### config.mk
export PLATFORM = sky130hd
export DESIGN_NAME = d_cache_fm_ctrl_flat
export DESIGN_NICKNAME = d
export VERILOG_FILES = /design/src/rtl/d_cache_fm_ctrl_if.sv /design/src/rtl/d_cache_fm_ctrl.sv /design/src/flat_wrapper.sv
export SDC_FILE = /design/constraint.sdc
export NUM_CORES = 2
export LEC_CHECK = 0
export BUFFER_PORTS_ARGS = -buffer_cell sky130_fd_sc_hd__clkbuf_2
export CORE_ASPECT_RATIO = 2
export CORE_MARGIN = 2
export CORE_UTILIZATION = 35
export CTS_BUF_LIST = sky130_fd_sc_hd__clkbuf_8 sky130_fd_sc_hd__clkbuf_16
export CTS_CLUSTER_SIZE = 8
export DETAILED_ROUTE_END_ITERATION = 16
export GPL_TIMING_DRIVEN = 0
export PLACE_DENSITY = 0.61
export SLEW_MARGIN = 20
export SYNTH_ARGS = -nofsm -noshare
export SYNTH_HDL_FRONTEND = slang
export SYNTH_SLANG_ARGS = --single-unit
### constraint.sdc
create_clock -name clk -period 17 [get_ports clk]
set_clock_uncertainty 0.2 [all_clocks]
set_input_delay 1.7 -clock clk [delete_from_list [all_inputs] [get_ports clk]]
set_output_delay 1.7 -clock clk [all_outputs]
set_load 0.02 [all_outputs]
### src/rtl/d_cache_fm_ctrl_if.sv
// Request types and the cache/memory-facing bundle of the far-memory controller.
// The package carries the request-type encoding shared by the cache and the controller.
package d_cache_fm_pkg;
  typedef enum logic {
    FILL_REQ       = 1'b0,
    DIRTY_EVICT_OP = 1'b1
  } t_fm_reqtype;
endpackage

interface d_cache_fm_ctrl_if #(
  parameter int LINE_W     = 128,
  parameter int LINE_ADR_W = 26,
  parameter int TQ_ID_W    = 2
);
  import d_cache_fm_pkg::*;

  typedef struct packed {
    logic                  valid;
    t_fm_reqtype           reqtype;
    logic [LINE_ADR_W-1:0] address;
    logic [TQ_ID_W-1:0]    tq_id;
    logic [LINE_W-1:0]     data;
  } t_fm_req;

  typedef struct packed {
    logic               valid;
    logic [TQ_ID_W-1:0] tq_id;
    logic [LINE_W-1:0]  data;
  } t_fm_rd_rsp;

  t_fm_req               cache2fm_req_q3;
  logic                  fm_ready;
  t_fm_rd_rsp            fm2cache_rd_rsp;
  logic                  mem_req_valid;
  logic                  mem_req_ready;
  logic                  mem_req_we;
  logic [LINE_ADR_W-1:0] mem_req_addr;
  logic [LINE_W-1:0]     mem_req_wdata;
  logic                  mem_rsp_valid;
  logic [LINE_W-1:0]     mem_rsp_rdata;

  modport slave (
    input  cache2fm_req_q3, mem_req_ready, mem_rsp_valid, mem_rsp_rdata,
    output fm_ready, fm2cache_rd_rsp, mem_req_valid, mem_req_we, mem_req_addr, mem_req_wdata
  );

  modport master (
    output cache2fm_req_q3, mem_req_ready, mem_rsp_valid, mem_rsp_rdata,
    input  fm_ready, fm2cache_rd_rsp, mem_req_valid, mem_req_we, mem_req_addr, mem_req_wdata
  );
endinterface

### src/rtl/d_cache_fm_ctrl.sv
// Far-memory request controller: in-order request FIFO toward a line-wide memory port,
// outstanding-fill tag tracking and registered fill responses back to the cache.
module d_cache_fm_ctrl
  import d_cache_fm_pkg::*;
#(
  parameter int LINE_W         = 128,
  parameter int LINE_ADR_W     = 26,
  parameter int TQ_ID_W        = 2,
  parameter int REQ_DEPTH      = 8,
  parameter int RD_OUTSTANDING = 4,
  parameter int AFULL_MARGIN   = 3
) (
  input  logic               clk,
  input  logic               rst,
  d_cache_fm_ctrl_if.slave   bus,
  output logic               err_overflow,
  output logic               err_unexp_rsp
);
  localparam int PTR_W     = $clog2(REQ_DEPTH);
  localparam int TAG_PTR_W = $clog2(RD_OUTSTANDING);
  localparam logic [PTR_W:0]     REQ_FULL  = REQ_DEPTH[PTR_W:0];
  localparam logic [PTR_W:0]     AFULL_THR = AFULL_MARGIN[PTR_W:0];
  localparam logic [TAG_PTR_W:0] TAG_FULL  = RD_OUTSTANDING[TAG_PTR_W:0];

  typedef struct packed {
    logic                  evict;
    logic [LINE_ADR_W-1:0] addr;
    logic [TQ_ID_W-1:0]    tq_id;
    logic [LINE_W-1:0]     data;
  } t_entry;

  t_entry                req_mem [REQ_DEPTH];
  logic [TQ_ID_W-1:0]    tag_mem [RD_OUTSTANDING];

  logic [PTR_W-1:0]      req_wr_ptr_reg, req_rd_ptr_reg;
  logic [PTR_W:0]        req_count_reg, req_count_next;
  logic [TAG_PTR_W-1:0]  tag_wr_ptr_reg, tag_rd_ptr_reg;
  logic [TAG_PTR_W:0]    tag_count_reg, tag_count_next;
  logic                  fm_ready_reg;
  logic                  rsp_valid_reg;
  logic [TQ_ID_W-1:0]    rsp_tq_reg;
  logic [LINE_W-1:0]     rsp_data_reg;
  logic                  err_overflow_reg, err_unexp_reg;

  t_entry new_entry, head;
  logic   req_push, req_full, req_pop, push_ok;
  logic   tag_full, tag_empty, tag_push, tag_pop;

  assign new_entry = '{evict: (bus.cache2fm_req_q3.reqtype == DIRTY_EVICT_OP),
                       addr:  bus.cache2fm_req_q3.address,
                       tq_id: bus.cache2fm_req_q3.tq_id,
                       data:  bus.cache2fm_req_q3.data};
  assign head      = req_mem[req_rd_ptr_reg];

  assign req_push  = bus.cache2fm_req_q3.valid;
  assign req_full  = (req_count_reg == REQ_FULL);
  assign tag_full  = (tag_count_reg == TAG_FULL);
  assign tag_empty = (tag_count_reg == '0);

  // A fill may only leave the FIFO when there is room to remember its tq_id.
  assign bus.mem_req_valid = (req_count_reg != '0) && (head.evict || !tag_full);
  assign bus.mem_req_we    = head.evict;
  assign bus.mem_req_addr  = head.addr;
  assign bus.mem_req_wdata = head.data;

  assign req_pop  = bus.mem_req_valid && bus.mem_req_ready;
  assign push_ok  = req_push && (!req_full || req_pop);
  assign tag_push = req_pop && !head.evict;
  assign tag_pop  = bus.mem_rsp_valid && !tag_empty;

  always_comb begin
    req_count_next = req_count_reg;
    if (push_ok && !req_pop)
      req_count_next = req_count_reg + (PTR_W+1)'(1);
    else if (!push_ok && req_pop)
      req_count_next = req_count_reg - (PTR_W+1)'(1);
  end

  always_comb begin
    tag_count_next = tag_count_reg;
    if (tag_push && !tag_pop)
      tag_count_next = tag_count_reg + (TAG_PTR_W+1)'(1);
    else if (!tag_push && tag_pop)
      tag_count_next = tag_count_reg - (TAG_PTR_W+1)'(1);
  end

  // Storage arrays carry no reset; only pointers and counts define validity.
  always_ff @(posedge clk) begin
    if (push_ok)
      req_mem[req_wr_ptr_reg] <= new_entry;
    if (tag_push)
      tag_mem[tag_wr_ptr_reg] <= head.tq_id;
  end

  always_ff @(posedge clk or negedge rst) begin
    if (!rst) begin
      req_wr_ptr_reg   <= '0;
      req_rd_ptr_reg   <= '0;
      req_count_reg    <= '0;
      tag_wr_ptr_reg   <= '0;
      tag_rd_ptr_reg   <= '0;
      tag_count_reg    <= '0;
      fm_ready_reg     <= 1'b1;
      rsp_valid_reg    <= 1'b0;
      rsp_tq_reg       <= '0;
      rsp_data_reg     <= '0;
      err_overflow_reg <= 1'b0;
      err_unexp_reg    <= 1'b0;
    end else begin
      if (push_ok)
        req_wr_ptr_reg <= req_wr_ptr_reg + PTR_W'(1);
      if (req_pop)
        req_rd_ptr_reg <= req_rd_ptr_reg + PTR_W'(1);
      req_count_reg <= req_count_next;
      fm_ready_reg  <= ((REQ_FULL - req_count_next) >= AFULL_THR);

      if (tag_push)
        tag_wr_ptr_reg <= tag_wr_ptr_reg + TAG_PTR_W'(1);
      if (tag_pop)
        tag_rd_ptr_reg <= tag_rd_ptr_reg + TAG_PTR_W'(1);
      tag_count_reg <= tag_count_next;

      rsp_valid_reg <= tag_pop;
      if (tag_pop) begin
        rsp_tq_reg   <= tag_mem[tag_rd_ptr_reg];
        rsp_data_reg <= bus.mem_rsp_rdata;
      end

      if (req_push && !push_ok)
        err_overflow_reg <= 1'b1;
      if (bus.mem_rsp_valid && tag_empty)
        err_unexp_reg <= 1'b1;
    end
  end

  assign bus.fm_ready        = fm_ready_reg;
  assign bus.fm2cache_rd_rsp = {rsp_valid_reg, rsp_tq_reg, rsp_data_reg};
  assign err_overflow        = err_overflow_reg;
  assign err_unexp_rsp       = err_unexp_reg;
endmodule

### src/flat_wrapper.sv
// flat-port wrapper written by rule: the top's interface ports become plain ports
module d_cache_fm_ctrl_flat import d_cache_fm_pkg::*;
#(
  parameter int LINE_W         = 128,
  parameter int LINE_ADR_W     = 26,
  parameter int TQ_ID_W        = 2,
  parameter int REQ_DEPTH      = 8,
  parameter int RD_OUTSTANDING = 4,
  parameter int AFULL_MARGIN   = 3
)
  (clk, rst, err_overflow, err_unexp_rsp, bus_cache2fm_req_q3, bus_mem_req_ready, bus_mem_rsp_valid, bus_mem_rsp_rdata, bus_fm_ready, bus_fm2cache_rd_rsp, bus_mem_req_valid, bus_mem_req_we, bus_mem_req_addr, bus_mem_req_wdata);
  d_cache_fm_ctrl_if #(.LINE_W(LINE_W), .LINE_ADR_W(LINE_ADR_W), .TQ_ID_W(TQ_ID_W)) bus_i ();
  input  logic clk;
  input  logic rst;
  output logic err_overflow;
  output logic err_unexp_rsp;
  input wire logic [$bits(bus_i.cache2fm_req_q3)-1:0] bus_cache2fm_req_q3;
  input wire logic [$bits(bus_i.mem_req_ready)-1:0] bus_mem_req_ready;
  input wire logic [$bits(bus_i.mem_rsp_valid)-1:0] bus_mem_rsp_valid;
  input wire logic [$bits(bus_i.mem_rsp_rdata)-1:0] bus_mem_rsp_rdata;
  output wire logic [$bits(bus_i.fm_ready)-1:0] bus_fm_ready;
  output wire logic [$bits(bus_i.fm2cache_rd_rsp)-1:0] bus_fm2cache_rd_rsp;
  output wire logic [$bits(bus_i.mem_req_valid)-1:0] bus_mem_req_valid;
  output wire logic [$bits(bus_i.mem_req_we)-1:0] bus_mem_req_we;
  output wire logic [$bits(bus_i.mem_req_addr)-1:0] bus_mem_req_addr;
  output wire logic [$bits(bus_i.mem_req_wdata)-1:0] bus_mem_req_wdata;
  assign bus_i.cache2fm_req_q3 = bus_cache2fm_req_q3;
  assign bus_i.mem_req_ready = bus_mem_req_ready;
  assign bus_i.mem_rsp_valid = bus_mem_rsp_valid;
  assign bus_i.mem_rsp_rdata = bus_mem_rsp_rdata;
  assign bus_fm_ready = bus_i.fm_ready;
  assign bus_fm2cache_rd_rsp = bus_i.fm2cache_rd_rsp;
  assign bus_mem_req_valid = bus_i.mem_req_valid;
  assign bus_mem_req_we = bus_i.mem_req_we;
  assign bus_mem_req_addr = bus_i.mem_req_addr;
  assign bus_mem_req_wdata = bus_i.mem_req_wdata;
  d_cache_fm_ctrl #(.LINE_W(LINE_W), .LINE_ADR_W(LINE_ADR_W), .TQ_ID_W(TQ_ID_W), .REQ_DEPTH(REQ_DEPTH), .RD_OUTSTANDING(RD_OUTSTANDING), .AFULL_MARGIN(AFULL_MARGIN)) u_core (.clk(clk), .rst(rst), .bus(bus_i), .err_overflow(err_overflow), .err_unexp_rsp(err_unexp_rsp));
endmodule
==> summary.md <==
| Metric | Value |
|---|---|
| Status | complete, no violations |
| Met1 Use GR | 0.193 |
| Static Leak | 24.6 nW |
| Fmax | 166 MHz |
| Final hold violation count | 0 |
| Number of buffers created by CTS | 203 |
| Final ANT Viol Nets | 0 |
| Die Area | between 150000 and 200000 um2 |
| Routed WL | ~140000 um |
| Kind of critical path | register to output pin |
| Via count | 27694 |
| CP Launch Type | register |
| FILL cells | roughly 14000 |
| Root Buffer | clkbuf_16 |
| Power Dens Cells | ~190 nW/um2 |
| Cells after Synth | between 2000 and 3000 |
| Register area share after synthesis | 0.765 |
| Area of the multi-input gates | roughly 11000 um2 |
| Cell Count, Final, Fillers Out | between 5000 and 6000 |
| Post-CTS sizing | 0 |
| Row count | just over 200 |
| Synth warn | 0 |
| Total power | 12.6 mW |
| Hpwl dp | 98600 um |
| Hold buffers post-CTS | 0 |
| Worst IR drop on VDD | between 100 and 150 uV |
| Max reg flops | 1256 |
| Commonest non-fill, non-tap cell in the layout | edfxtp_1 |
| First-pass GRT wire length | 203000 um |
| Clock Path Buffers | 4 |
| Reported max-cap violation count | 0 |
| Global route overflow | 0 |
| Placer Congestion | between 0.9 and 1 |
| Final Cell Area | 67500 um2 |
| Worst-margin pin slew | 999 ps |
| Clock Latency Late Sink | about 780 ps |
| Hold Path Class | register to register |
| GRT Resource Usage Total | 0.175 |
| Core Region | 155000 um2 |
| NumNets Final | a little under 4000 |
| Synthesis-to-finish area growth | 23.7% |
| WL/cell | between 20 and 25 um |
| Max-slew violations | 0 |
| Register area | 41700 um2 |
| RSZ-0062 raised after global routing | no |
| Setup TNS | 0 ps |
| Met2 Usage GRT | 0.322 |
| Vias in the first global route | around 30000 |
| Synth top area cells | edfxtp_1, mux4_2, dfrtp_1 |
| Detail-routed via count per cell | between 4 and 5 |
| Synth Register Bits | 1415 |
| H-tree depth | 4 |
| Layout cells sized above 1 | 0.439 |
| Most frequent cells in the layout | edfxtp_1, clkbuf_2, nand2_1, mux4_2, clkbuf_16 |
| Final worst slack | about 11000 ps |
| CTS clk-pin slew, worst paths | ~50 ps |
| Critical-path maximum fanout | 10 |
| Synthesized area | roughly 55000 um2 |
| Post-synth top area share | 0.696 |
| Die Y | 562 um |
| Synth cell types | 49 |
| Drt drc | 0 |
| Worst EP arrival | 4120 ps |
| Port Buffer Count | slightly below 600 |
| Initial DRC count | about 1500 |
| Minimum clock period after layout | around 6000 ps |
| Starting Density | 0.353 |
| CTS Sinks | 1415 |
| Final setup violation count | 0 |
| Pin count of the biggest net entering global routing | 79 |
| Slew margin rel. | 0.334 |
| Core Util, Final | 0.436 |
| Post-CTS Setup Inserts | 0 |
| Period utilization | 0.354 |
| CP Data Required Time | around 15000 ps |
| Setup slack at placement | 11450 ps |
| Yosys top cell by area | edfxtp_1 |
| Die width | 283 um |
| Min Hold Slack | roughly 270 ps |
| Setup crit end kind | output pin |
| Mean post-synth cell area | 20.4 um2 |
| CTS tree | done |
| Initial antenna violation count | 21 |
| DR pass1 iterations | 5 |
| Placed cells | about 5400 |
| GRT met3 Usage | 0.0409 |
| DP Area | 61900 um2 |
| Most used routing layer | met2 |
| Syn_nets | approximately 3000 |
| Number of primary I/O pins | 580 |
[path summary, 6_finish.rpt]
path | startpoint | to | slack (ps) | depth (start not counted)
worst max-delay path | u_core.req_rd_ptr_reg[1]$_DFFE_PN0N_ | bus_mem_req_addr[25] | 10980 | 7
worst min-delay path | u_core.err_overflow$_DFFE_PN0P_ | u_core.err_overflow$_DFFE_PN0P_ | 270 | 1
worst max register to register | u_core.req_rd_ptr_reg[1]$_DFFE_PN0N_ | u_core.req_mem[1][137]$_DFFE_PP_ | 12490 | 13
worst min register to register | u_core.err_overflow$_DFFE_PN0P_ | u_core.err_overflow$_DFFE_PN0P_ | 270 | 1
max in group asynchronous | rst | u_core.rsp_data_reg[60]$_DFFE_PN0P_ | 14980 | 2
min in group asynchronous | rst | u_core.rsp_data_reg[14]$_DFFE_PN0P_ | 740 | 1
[synth_stat cells, drive strengths merged]
master,n
edfxtp,1264
a21oi,5
a211oi,3
clkinv,1
o22ai,2
a22o,1
or3b,1
dfstp,1
mux2i,3
nand4b,1
inv,5
mux4,314
buf,189
o22a,1
nand2,399
o2111ai,1
nor3,7
a22oi,1
nor2,16
clkbuf,86
a21boi,1
o21ai,3
dfrtp,150
o31ai,2
nand4,1
ha,9
a21o,1
and2,5
and3,1
a31oi,1
a31o,1
mux2,164
or3,1
o32a,1
nand2b,9
fa,1
xnor2,8
nor2b,2
nor3b,1
xor2,5
[layout make-up]
class | instances | share of cell area
inverter | 6 | 0.000334
multi-input combinational | 972 | 0.166
clock buffer | 205 | 0.0759
tap | 2060 | 0.0382
clock inverter | 68 | 0.00553
antenna | 8 | 0.000297
sequential | 1415 | 0.619
buffer | 275 | 0.0247
timing repair buffer | 693 | 0.0705
[metal layers]
metal  vias to the layer above  share of wire  wire length (um)
li1                      12134              -                 -
met1                     14350           0.37             51800
met2                       938           0.53             74400
met3                       262          0.059              8250
met4                        10          0.041              5710
met5                         -        0.00044                62
[logic make-up (layout without fill, tap and decap cells)]
kind of cell | Yosys count | after routing | share of synthesized area
flip-flops | 1415 | 1415 | 0.765
adder cells (fa/ha/maj) | 10 | 10 | 0.00243
AO/OA/AOI/OAI | 24 | 24 | 0.00333
buffers and inverters | 281 | 1247 | 0.0308
multiplexers | 481 | 481 | 0.164
XOR/XNOR | 13 | 13 | 0.00209
other | 0 | 8 | 0
AND/OR/NAND/NOR | 444 | 444 | 0.0320
[worst max-delay path, cell delays in order (launching register included)]
cell      delay (ps)
dfrtp_1          360
clkbuf_1         520
clkbuf_2         620
clkbuf_1         810
mux4_2           410
mux2_2           270
buf_4            120
clkbuf_2         230
[power breakdown]
| group | internal, mW | total, mW | switching [mW] |
|---|---|---|---|
| registers | 4.40 | 4.56 | 0.159 |
| clock network | 2.12 | 3.51 | 1.39 |
| logic | 2.02 | 4.54 | 2.52 |
| total | 8.54 | 12.6 | 4.07 |
Power figures use the tool's default switching activity.
